**src/rtl/fifo_pop_stream_adapter_pkg.sv**
```systemverilog
// rtl/fifo_pop_stream_adapter_pkg.sv - shared constants, types and helpers for the pop-to-stream adapter
package fifo_adapter_pkg;

    localparam int STAT_WIDTH = 32;

    typedef logic [STAT_WIDTH-1:0] stat_cnt_t;

    // Counter increment that holds at all-ones instead of wrapping to zero
    function automatic stat_cnt_t sat_inc(input stat_cnt_t value);
        return (value == {STAT_WIDTH{1'b1}}) ? value : value + 1'b1;
    endfunction

endpackage

```
**src/rtl/fifo_pop_stream_adapter_if.sv**
```systemverilog
// rtl/fifo_pop_stream_adapter_if.sv - FIFO pop port and output stream handshake bundle
interface fifo_pop_stream_adapter_if #(
    parameter int DATA_WIDTH = 32
);
    logic                  fifo_pop_enable;
    logic                  fifo_pop_valid;
    logic [DATA_WIDTH-1:0] fifo_pop_data;
    logic                  fifo_pop_empty;
    logic                  out_valid;
    logic [DATA_WIDTH-1:0] out_data;
    logic                  out_ready;

    // Adapter side: pops the FIFO and sources the stream
    modport master (
        output fifo_pop_enable,
        input  fifo_pop_valid,
        input  fifo_pop_data,
        input  fifo_pop_empty,
        output out_valid,
        output out_data,
        input  out_ready
    );

    // Environment side: the FIFO read port plus the stream consumer
    modport slave (
        input  fifo_pop_enable,
        output fifo_pop_valid,
        output fifo_pop_data,
        output fifo_pop_empty,
        input  out_valid,
        input  out_data,
        output out_ready
    );
endinterface

```
**src/rtl/fifo_pop_stream_adapter_skid_ring_buffer.sv**
```systemverilog
// rtl/fifo_pop_stream_adapter_skid_ring_buffer.sv - power-of-two ring buffer with wrap-bit pointers
module skid_ring_buffer #(
    parameter int DATA_WIDTH = 32,
    parameter int LOG_DEPTH  = 2
) (
    input  logic                  clk,
    input  logic                  resetn,
    input  logic                  wr_en,
    input  logic [DATA_WIDTH-1:0] wr_data,
    input  logic                  rd_en,
    output logic [DATA_WIDTH-1:0] rd_data,
    output logic [LOG_DEPTH:0]    occupancy
);
    localparam int DEPTH = 1 << LOG_DEPTH;

    // The extra pointer bit separates full (difference DEPTH) from empty (difference 0)
    logic [LOG_DEPTH:0]    wr_ptr;
    logic [LOG_DEPTH:0]    rd_ptr;
    logic [DATA_WIDTH-1:0] mem [DEPTH];

    assign occupancy = wr_ptr - rd_ptr;
    assign rd_data   = mem[rd_ptr[LOG_DEPTH-1:0]];

    // Storage and pointer update; storage is cleared so the head reads zero after reset
    always_ff @(posedge clk) begin
        if (!resetn) begin
            wr_ptr <= '0;
            rd_ptr <= '0;
            for (int i = 0; i < DEPTH; i++) begin
                mem[i] <= '0;
            end
        end else begin
            if (wr_en) begin
                mem[wr_ptr[LOG_DEPTH-1:0]] <= wr_data;
                wr_ptr                     <= wr_ptr + 1'b1;
            end
            if (rd_en) begin
                rd_ptr <= rd_ptr + 1'b1;
            end
        end
    end
endmodule

```
**src/rtl/fifo_pop_stream_adapter.sv**
```systemverilog
// rtl/fifo_pop_stream_adapter.sv - credit-managed pop-to-stream adapter; FIFO_POP_ADAPTER_STATS_EN adds beat/stall counters
module fifo_pop_stream_adapter
    import fifo_adapter_pkg::*;
#(
    parameter int DATA_WIDTH     = 32,
    parameter int LOG_SKID_DEPTH = 2
) (
    input  logic                        clk,
    input  logic                        clear_n,
    fifo_pop_stream_adapter_if.master   bus,
    output logic [LOG_SKID_DEPTH:0]     occupancy,
`ifdef FIFO_POP_ADAPTER_STATS_EN
    output stat_cnt_t                   stat_words,
    output stat_cnt_t                   stat_stall,
`endif
    output logic                        error
);
    localparam int SKID_DEPTH = 1 << LOG_SKID_DEPTH;
    localparam logic [LOG_SKID_DEPTH+1:0] CREDIT_LIMIT = (LOG_SKID_DEPTH + 2)'(SKID_DEPTH);
    localparam logic [LOG_SKID_DEPTH:0]   FULL_LEVEL   = (LOG_SKID_DEPTH + 1)'(SKID_DEPTH);

    logic                  inflight;
    logic                  full;
    logic                  rd_en;
    logic                  wr_en;
    logic                  credit_ok;
    logic [DATA_WIDTH-1:0] rd_data;

    // A pop is only issued when a slot is guaranteed for its data, counting the word still in flight
    assign credit_ok           = ({1'b0, occupancy} + {{(LOG_SKID_DEPTH + 1){1'b0}}, inflight}) < CREDIT_LIMIT;
    assign bus.fifo_pop_enable = clear_n & ~bus.fifo_pop_empty & credit_ok;

    assign full          = (occupancy == FULL_LEVEL);
    assign bus.out_valid = (occupancy != '0);
    assign bus.out_data  = rd_data;
    assign rd_en         = bus.out_valid & bus.out_ready;
    // A full buffer still accepts a word when the head leaves in the same cycle
    assign wr_en         = clear_n & bus.fifo_pop_valid & (~full | rd_en);

    skid_ring_buffer #(
        .DATA_WIDTH (DATA_WIDTH),
        .LOG_DEPTH  (LOG_SKID_DEPTH)
    ) u_ring (
        .clk       (clk),
        .resetn    (clear_n),
        .wr_en     (wr_en),
        .wr_data   (bus.fifo_pop_data),
        .rd_en     (rd_en),
        .rd_data   (rd_data),
        .occupancy (occupancy)
    );

    // Remember whether a pop was issued last cycle; its data arrives this cycle
    always_ff @(posedge clk) begin
        if (!clear_n) begin
            inflight <= 1'b0;
        end else begin
            inflight <= bus.fifo_pop_enable;
        end
    end

    // Sticky flag for a valid nobody asked for, or a valid with nowhere to go
    always_ff @(posedge clk) begin
        if (!clear_n) begin
            error <= 1'b0;
        end else if (bus.fifo_pop_valid & (~inflight | (full & ~rd_en))) begin
            error <= 1'b1;
        end
    end

`ifdef FIFO_POP_ADAPTER_STATS_EN
    // Saturating counts of delivered beats and back-pressured cycles
    always_ff @(posedge clk) begin
        if (!clear_n) begin
            stat_words <= '0;
            stat_stall <= '0;
        end else begin
            if (rd_en) begin
                stat_words <= sat_inc(stat_words);
            end
            if (bus.out_valid & ~bus.out_ready) begin
                stat_stall <= sat_inc(stat_stall);
            end
        end
    end
`endif
endmodule
```
**src/flat_wrapper.sv**
```systemverilog
// flat-port wrapper written by rule: the top's interface ports become plain ports
module fifo_pop_stream_adapter_flat import fifo_adapter_pkg::*;
#(
    parameter int DATA_WIDTH     = 32,
    parameter int LOG_SKID_DEPTH = 2
)
  (clk, clear_n, occupancy, error, bus_fifo_pop_enable, bus_fifo_pop_valid, bus_fifo_pop_data, bus_fifo_pop_empty, bus_out_valid, bus_out_data, bus_out_ready);
  fifo_pop_stream_adapter_if #(.DATA_WIDTH(DATA_WIDTH)) bus_i ();
  input  logic clk;
  input  logic clear_n;
  output logic [LOG_SKID_DEPTH:0] occupancy;
  output logic error;
  output wire logic [$bits(bus_i.fifo_pop_enable)-1:0] bus_fifo_pop_enable;
  input wire logic [$bits(bus_i.fifo_pop_valid)-1:0] bus_fifo_pop_valid;
  input wire logic [$bits(bus_i.fifo_pop_data)-1:0] bus_fifo_pop_data;
  input wire logic [$bits(bus_i.fifo_pop_empty)-1:0] bus_fifo_pop_empty;
  output wire logic [$bits(bus_i.out_valid)-1:0] bus_out_valid;
  output wire logic [$bits(bus_i.out_data)-1:0] bus_out_data;
  input wire logic [$bits(bus_i.out_ready)-1:0] bus_out_ready;
  assign bus_fifo_pop_enable = bus_i.fifo_pop_enable;
  assign bus_i.fifo_pop_valid = bus_fifo_pop_valid;
  assign bus_i.fifo_pop_data = bus_fifo_pop_data;
  assign bus_i.fifo_pop_empty = bus_fifo_pop_empty;
  assign bus_out_valid = bus_i.out_valid;
  assign bus_out_data = bus_i.out_data;
  assign bus_i.out_ready = bus_out_ready;
  fifo_pop_stream_adapter #(.DATA_WIDTH(DATA_WIDTH), .LOG_SKID_DEPTH(LOG_SKID_DEPTH)) u_core (.clk(clk), .clear_n(clear_n), .bus(bus_i), .occupancy(occupancy), .error(error));
endmodule
```
**config.mk**
```make
export PLATFORM = sky130hd
export DESIGN_NAME = fifo_pop_stream_adapter_flat
export DESIGN_NICKNAME = d
export VERILOG_FILES = /design/src/rtl/fifo_pop_stream_adapter_pkg.sv /design/src/rtl/fifo_pop_stream_adapter_if.sv /design/src/rtl/fifo_pop_stream_adapter_skid_ring_buffer.sv /design/src/rtl/fifo_pop_stream_adapter.sv /design/src/flat_wrapper.sv
export SDC_FILE = /design/constraint.sdc
export NUM_CORES = 1
export LEC_CHECK = 0
export BUFFER_PORTS_ARGS = -buffer_cell sky130_fd_sc_hd__buf_2
export CORE_AREA = 4 4 153 96
export DETAILED_ROUTE_END_ITERATION = 12
export DIE_AREA = 0 0 157 100
export PLACE_DENSITY_LB_ADDON = 0.15
export SLEW_MARGIN = 20
export SYNTH_ARGS = -nofsm -noshare
export SYNTH_HDL_FRONTEND = slang
export SYNTH_SLANG_ARGS = --single-unit
```
**constraint.sdc**
```tcl
create_clock -name clk -period 5.7 [get_ports clk]
set_input_delay 0.57 -clock clk [delete_from_list [all_inputs] [get_ports clk]]
set_output_delay 0.57 -clock clk [all_outputs]
set_load 0.005 [all_outputs]
```
# --- Word level (Yosys, flattened, before mapping) ---
# Memories as Yosys holds them, arrays and structs flattened. A register that Yosys moved wholly into a read port is not among the register bits.
# Index checks and enable logic that the tools add are counted.
word_totals:
  register_bits: 8
  ram_bits: 128
  n_memories: 1
  inputBits: 37
  output_inout_bits: 38
  elab_cells: 35
memory_table:
  columns: ["name", "depth", "word_bits", "rd", "rd_clocked_by_memory_dff", "wr", "line", "text"]
  rows:
  - ["u_core.u_ring.mem", 4, 32, 1, 1, 4, "fifo_pop_stream_adapter_skid_ring_buffer.sv:19", "logic [DATA_WIDTH-1:0] mem [DEPTH];"]
op_classes:
  bitwise: 13
  reduce_logical: 2
  n_addsub: 4
  mux: 9
  order_cmp: 1
  n_eq_ne: 1
op_table:
  columns: ["cell", "n"]
  rows:
  - ["$mux W32", 1]
  - ["$reduce_or A32 Y1", 1]
  - ["$and A1 B1 Y1", 7]
  - ["$add A3 B1 Y3 const B", 2]
  - ["$mux W2", 3]
  - ["$mux W1", 5]
  - ["$add A3 B1 Y4", 1]
  - ["$lt A4 B3 Y1 const B", 1]
  - ["$not A1 Y1", 4]
  - ["$eq A3 B3 Y1 const B", 1]
  - ["$reduce_bool A3 Y1", 1]
  - ["$sub A3 B3 Y3", 1]
  - ["$or A1 B1 Y1", 2]

# --- Depth between registers and ports, before layout ---
depth:
  word_depth: 10
  ltp_mapped: 7
  depth_no_buf: 6

# --- Modules after synthesis ---
# A second synthesis with hierarchy kept.
unflattened:
  cells_unflattened: 368
  area_unflattened_um2: 6079.6
by_module_without_submodules:
  columns: ["mod", "area_each_um2", "cells_per_inst", "n_inst", "seq_area_each_um2"]
  rows:
  - ["skid_ring_buffer", 5973.2, 355, 1, 4003.8]
  - ["fifo_pop_stream_adapter", 106.4, 13, 1, 40.0]

# --- Worst setup path before layout ---
# OpenSTA, ideal clock, no wires.
synth_path:
  path_type: "reg-to-reg"
  startpoint: "register u_core.u_ring.wr_ptr[0]"
  endpoint: "memory u_core.u_ring.mem[3][0], enable pin"
  setup_ns: 0.470
  slack_ns: 1.172
  n_path_buf: 0
  stages_incl_launch_ff: 7
  arrival_time_ns: 4.058
  period_less_slack_ns: 4.528
  t_required_ns: 5.230
  path_cell_list: "dfxtp_1 > inv_1 > ha_1 > fa_1 > nand3b_1 > o21ai_1 > o31ai_1"
synth_rtl:
  columns: ["item", "line", "text"]
  rows:
  - ["start, declared", "fifo_pop_stream_adapter_skid_ring_buffer.sv:17", "logic [LOG_DEPTH:0] wr_ptr;"]
  - ["start signal, assigned", "fifo_pop_stream_adapter_skid_ring_buffer.sv:35", "wr_ptr <= wr_ptr + 1'b1;"]
  - ["end, declared", "fifo_pop_stream_adapter_skid_ring_buffer.sv:19", null]

==> results.sh <==
export IMPL_postLayoutCoreUtil=0.539
export IMPL_routed_wirelength_um=12800
export IMPL_final_antenna_net_count=0
export IMPL_finalWorstSetupSlack_ns=1.88
export IMPL_port_buffers=74
export IMPL_clockRootBuffer="clkbuf_16"
export IMPL_boundaryPins=75
export IMPL_power_density_nw_per_um2=451
export IMPL_globalRouteMet3Util=0.0521
export IMPL_antenna_violations_before_repair=0
export IMPL_global_route_overflow_total=0
export IMPL_grt_max_degree=34
export IMPL_number_of_global_route_vias_before_repair=3611
export IMPL_min_delay_path_class="primary input to flop"
export IMPL_launching_element_type_of_the_critical_path="flop"
export IMPL_cap_violations=0
export IMPL_cts_buffers_inserted=17
export IMPL_grt_busiest_layer="met1"
export IMPL_post_place_ws_ns=1.86
export IMPL_post_cts_setup_buffer_count=0
export IMPL_rsz_0062_raised_after_global_routing="no"
export IMPL_use_met2=0.253
export IMPL_vias=3519
export IMPL_cts_hold_buffers_added=0
export IMPL_design_final_nets=523
export IMPL_synth_seq_cells=138
export IMPL_place_congestion=0.745
export IMPL_dieHeight_um=100
export IMPL_met1_usage=0.259
export IMPL_fin_skew_ns=0.00738
export IMPL_syn_to_final_growth_pct=22.2
export IMPL_fp_dieArea_um2=15700
export IMPL_drt_pass1_iter_count=7
export IMPL_irDropWorstVdd_mv=0.201
export IMPL_timing_setup_tns_ns=0
export IMPL_synthesis_nets=449
export IMPL_tritoncts_clock_tree="yes"
export IMPL_ys_warnings_count=0
export IMPL_routed_wire_length_per_instance_um=19.1
export IMPL_grt_pass1_wl_um=20300
export IMPL_relSlewSlack=0.263
export IMPL_insertion_delay_to_the_later_sink_of_the_worst_skew_pair_ns=0.41
export IMPL_grt_util_all_layers=0.173
export IMPL_max_freq_mhz=262
export IMPL_postSynthCellCount=408
export IMPL_drive_above_1_share=0.313
export IMPL_rows=33
export IMPL_remaining_drc_errors=0
export IMPL_cts_max_path_buffers=2
export IMPL_worstSetupPathType="flop to flop"
export IMPL_worstPathArrival_ns=3.98
export IMPL_seq_area_frac_synth=0.688
export IMPL_timing_final_setup_violations=0
export IMPL_fp_dieW_um=157
export IMPL_initial_core_util=0.441
export IMPL_mapped_cell_area_um2=5880
export IMPL_starting_drc_count_in_detailed_routing=229
export IMPL_layout_worst_path_cycle_share=0.670
export IMPL_clock_sinks=138
export IMPL_end_kind="flop"
export IMPL_worstMarginPinSlew_ns=1.10
export IMPL_post_route_min_period_ns=3.82
export IMPL_critPathRequiredTime_ns=5.87
export IMPL_cts_reportedPaths_clkPinSlew_ns=0.06
export IMPL_synth_cell_types=28
export IMPL_antenna_cells=0
export IMPL_outcome="finished clean"
export IMPL_power_static_leakage_nw=2.77
export IMPL_cts_resized=0
export IMPL_max_fanout_on_critical_path=33
export IMPL_synthesis_area_per_instance_um2=14.4
export IMPL_cts_htree_levels=4
export IMPL_finalHoldViolations=0
export IMPL_final_max_slew_violation_count=0
export IMPL_core_region_area_um2=13300
export IMPL_drt_vias_per_instance=5.25
export IMPL_detailedPlacementHpwl_um=7540
[registers in the layout, indices dropped and copies added (netlist names), named ones only]
| signal | flops |
|---|---|
| u_core.error | 1 |
| u_core.u_ring.rd_ptr | 3 |
| u_core.u_ring.mem | 128 |
| u_core.u_ring.wr_ptr | 3 |
| u_core.inflight | 1 |
[through the flow]
stage,power (mW),cells,hold slack [ns],cell area (µm²)
after floorplan,1.76,408,0.454,5880
after global placement,2.03,635,0.492,6460
after detailed placement,2.04,635,0.487,6460
after CTS,3.27,667,0.411,7120
after global routing,3.40,670,0.429,7190
final,3.24,670,0.430,7190
[cell usage in the layout, fill, tap and decap left out, types with 2 or more instances in the layout]
cell / n
nor2_1: 128
edfxtp_1: 128
buf_2: 74
nand2_1: 41
mux4_2: 32
clkbuf_16: 17
inv_1: 8
dfxtp_1: 8
mux2i_1: 6
bufinv_16: 6
nand2b_1: 4
o211ai_4: 3
o21ai_4: 3
o211ai_1: 3
ha_1: 3
clkinv_2: 3
buf_4: 3
a311oi_1: 2
dfxtp_2: 2
clkinv_1: 2
clkinvlp_4: 2
buf_16: 2
[worst max-delay path: stages (launching register included)]
cell,delay (ns)
dfxtp_1,0.42
inv_1,0.21
ha_1,0.27
fa_1,0.59
nand3b_1,0.39
o211ai_4,1.00
o21ai_4,0.38
buf_16,0.28
[Yosys cell counts, drive strengths merged]
library cell / instances / area [µm²]
nor2: 129 / 487
edfxtp: 128 / 3840
nand2: 41 / 154
mux4: 32 / 721
buf: 16 / 78.8
dfxtp: 10 / 200
clkbuf: 9 / 33.8
inv: 8 / 30.0
mux2i: 6 / 60.1
o211ai: 6 / 60.1
nand2b: 4 / 25.0
o21ai: 4 / 20.0
ha: 3 / 37.5
a311oi: 2 / 17.5
a31o: 1 / 8.76
a31oi: 1 / 12.5
and2: 1 / 6.26
fa: 1 / 20.0
nand3: 1 / 5.00
nand3b: 1 / 7.51
nand4b: 1 / 8.76
o221a: 1 / 11.3
o31ai: 1 / 7.51
xnor3: 1 / 23.8
[path summary, 6_finish.rpt]
check	start	endpoint	slack (ns)	depth (start not counted)
worst min register to register	u_core.inflight$_SDFF_PN0_	u_core.inflight$_SDFF_PN0_	0.50	1
worst min-delay path	bus_fifo_pop_empty	u_core.inflight$_SDFF_PN0_	0.43	3
worst max-delay path	u_core.u_ring.wr_ptr[0]$_SDFFE_PN0P_	u_core.u_ring.mem[0][14]$_SDFFCE_PN0P_	1.88	7
worst max register to register	u_core.u_ring.wr_ptr[0]$_SDFFE_PN0P_	u_core.u_ring.mem[0][14]$_SDFFCE_PN0P_	1.88	7
[cell families after synthesis]
| family | count (synthesis) | synth area share |
|---|---|---|
| buffers and inverters | 33 | 0.0243 |
| adder cells (fa/ha/maj) | 4 | 0.00979 |
| multiplexers | 38 | 0.133 |
| AND/OR/NAND/NOR | 178 | 0.118 |
| flip-flops | 138 | 0.688 |
| XOR/XNOR | 1 | 0.00404 |
| AO/OA/AOI/OAI | 16 | 0.0234 |
[power breakdown]
part           leakage (nW)  switching [mW]  internal [mW]
clock                 0.315           0.411          0.815
sequential             1.42          0.0664           1.25
combinational          1.03           0.397          0.308
[per-layer routing]
layer / wire length, µm / vias to the layer above
li1: - / 1629
met3: 880 / 4
met1: 6130 / 1773
met4: 53 / 0
met2: 5720 / 113
met5: 0 / -
[layout make-up]
cell class	count	area [µm²]
clock inverter	14	226
sequential	138	4050
timing repair buffer	80	463
tap	175	219
multi-input combinational	237	1770
fill	1082	6150
inverter	8	30.0
clock buffer	18	429
(Power assumes the default switching activity.)
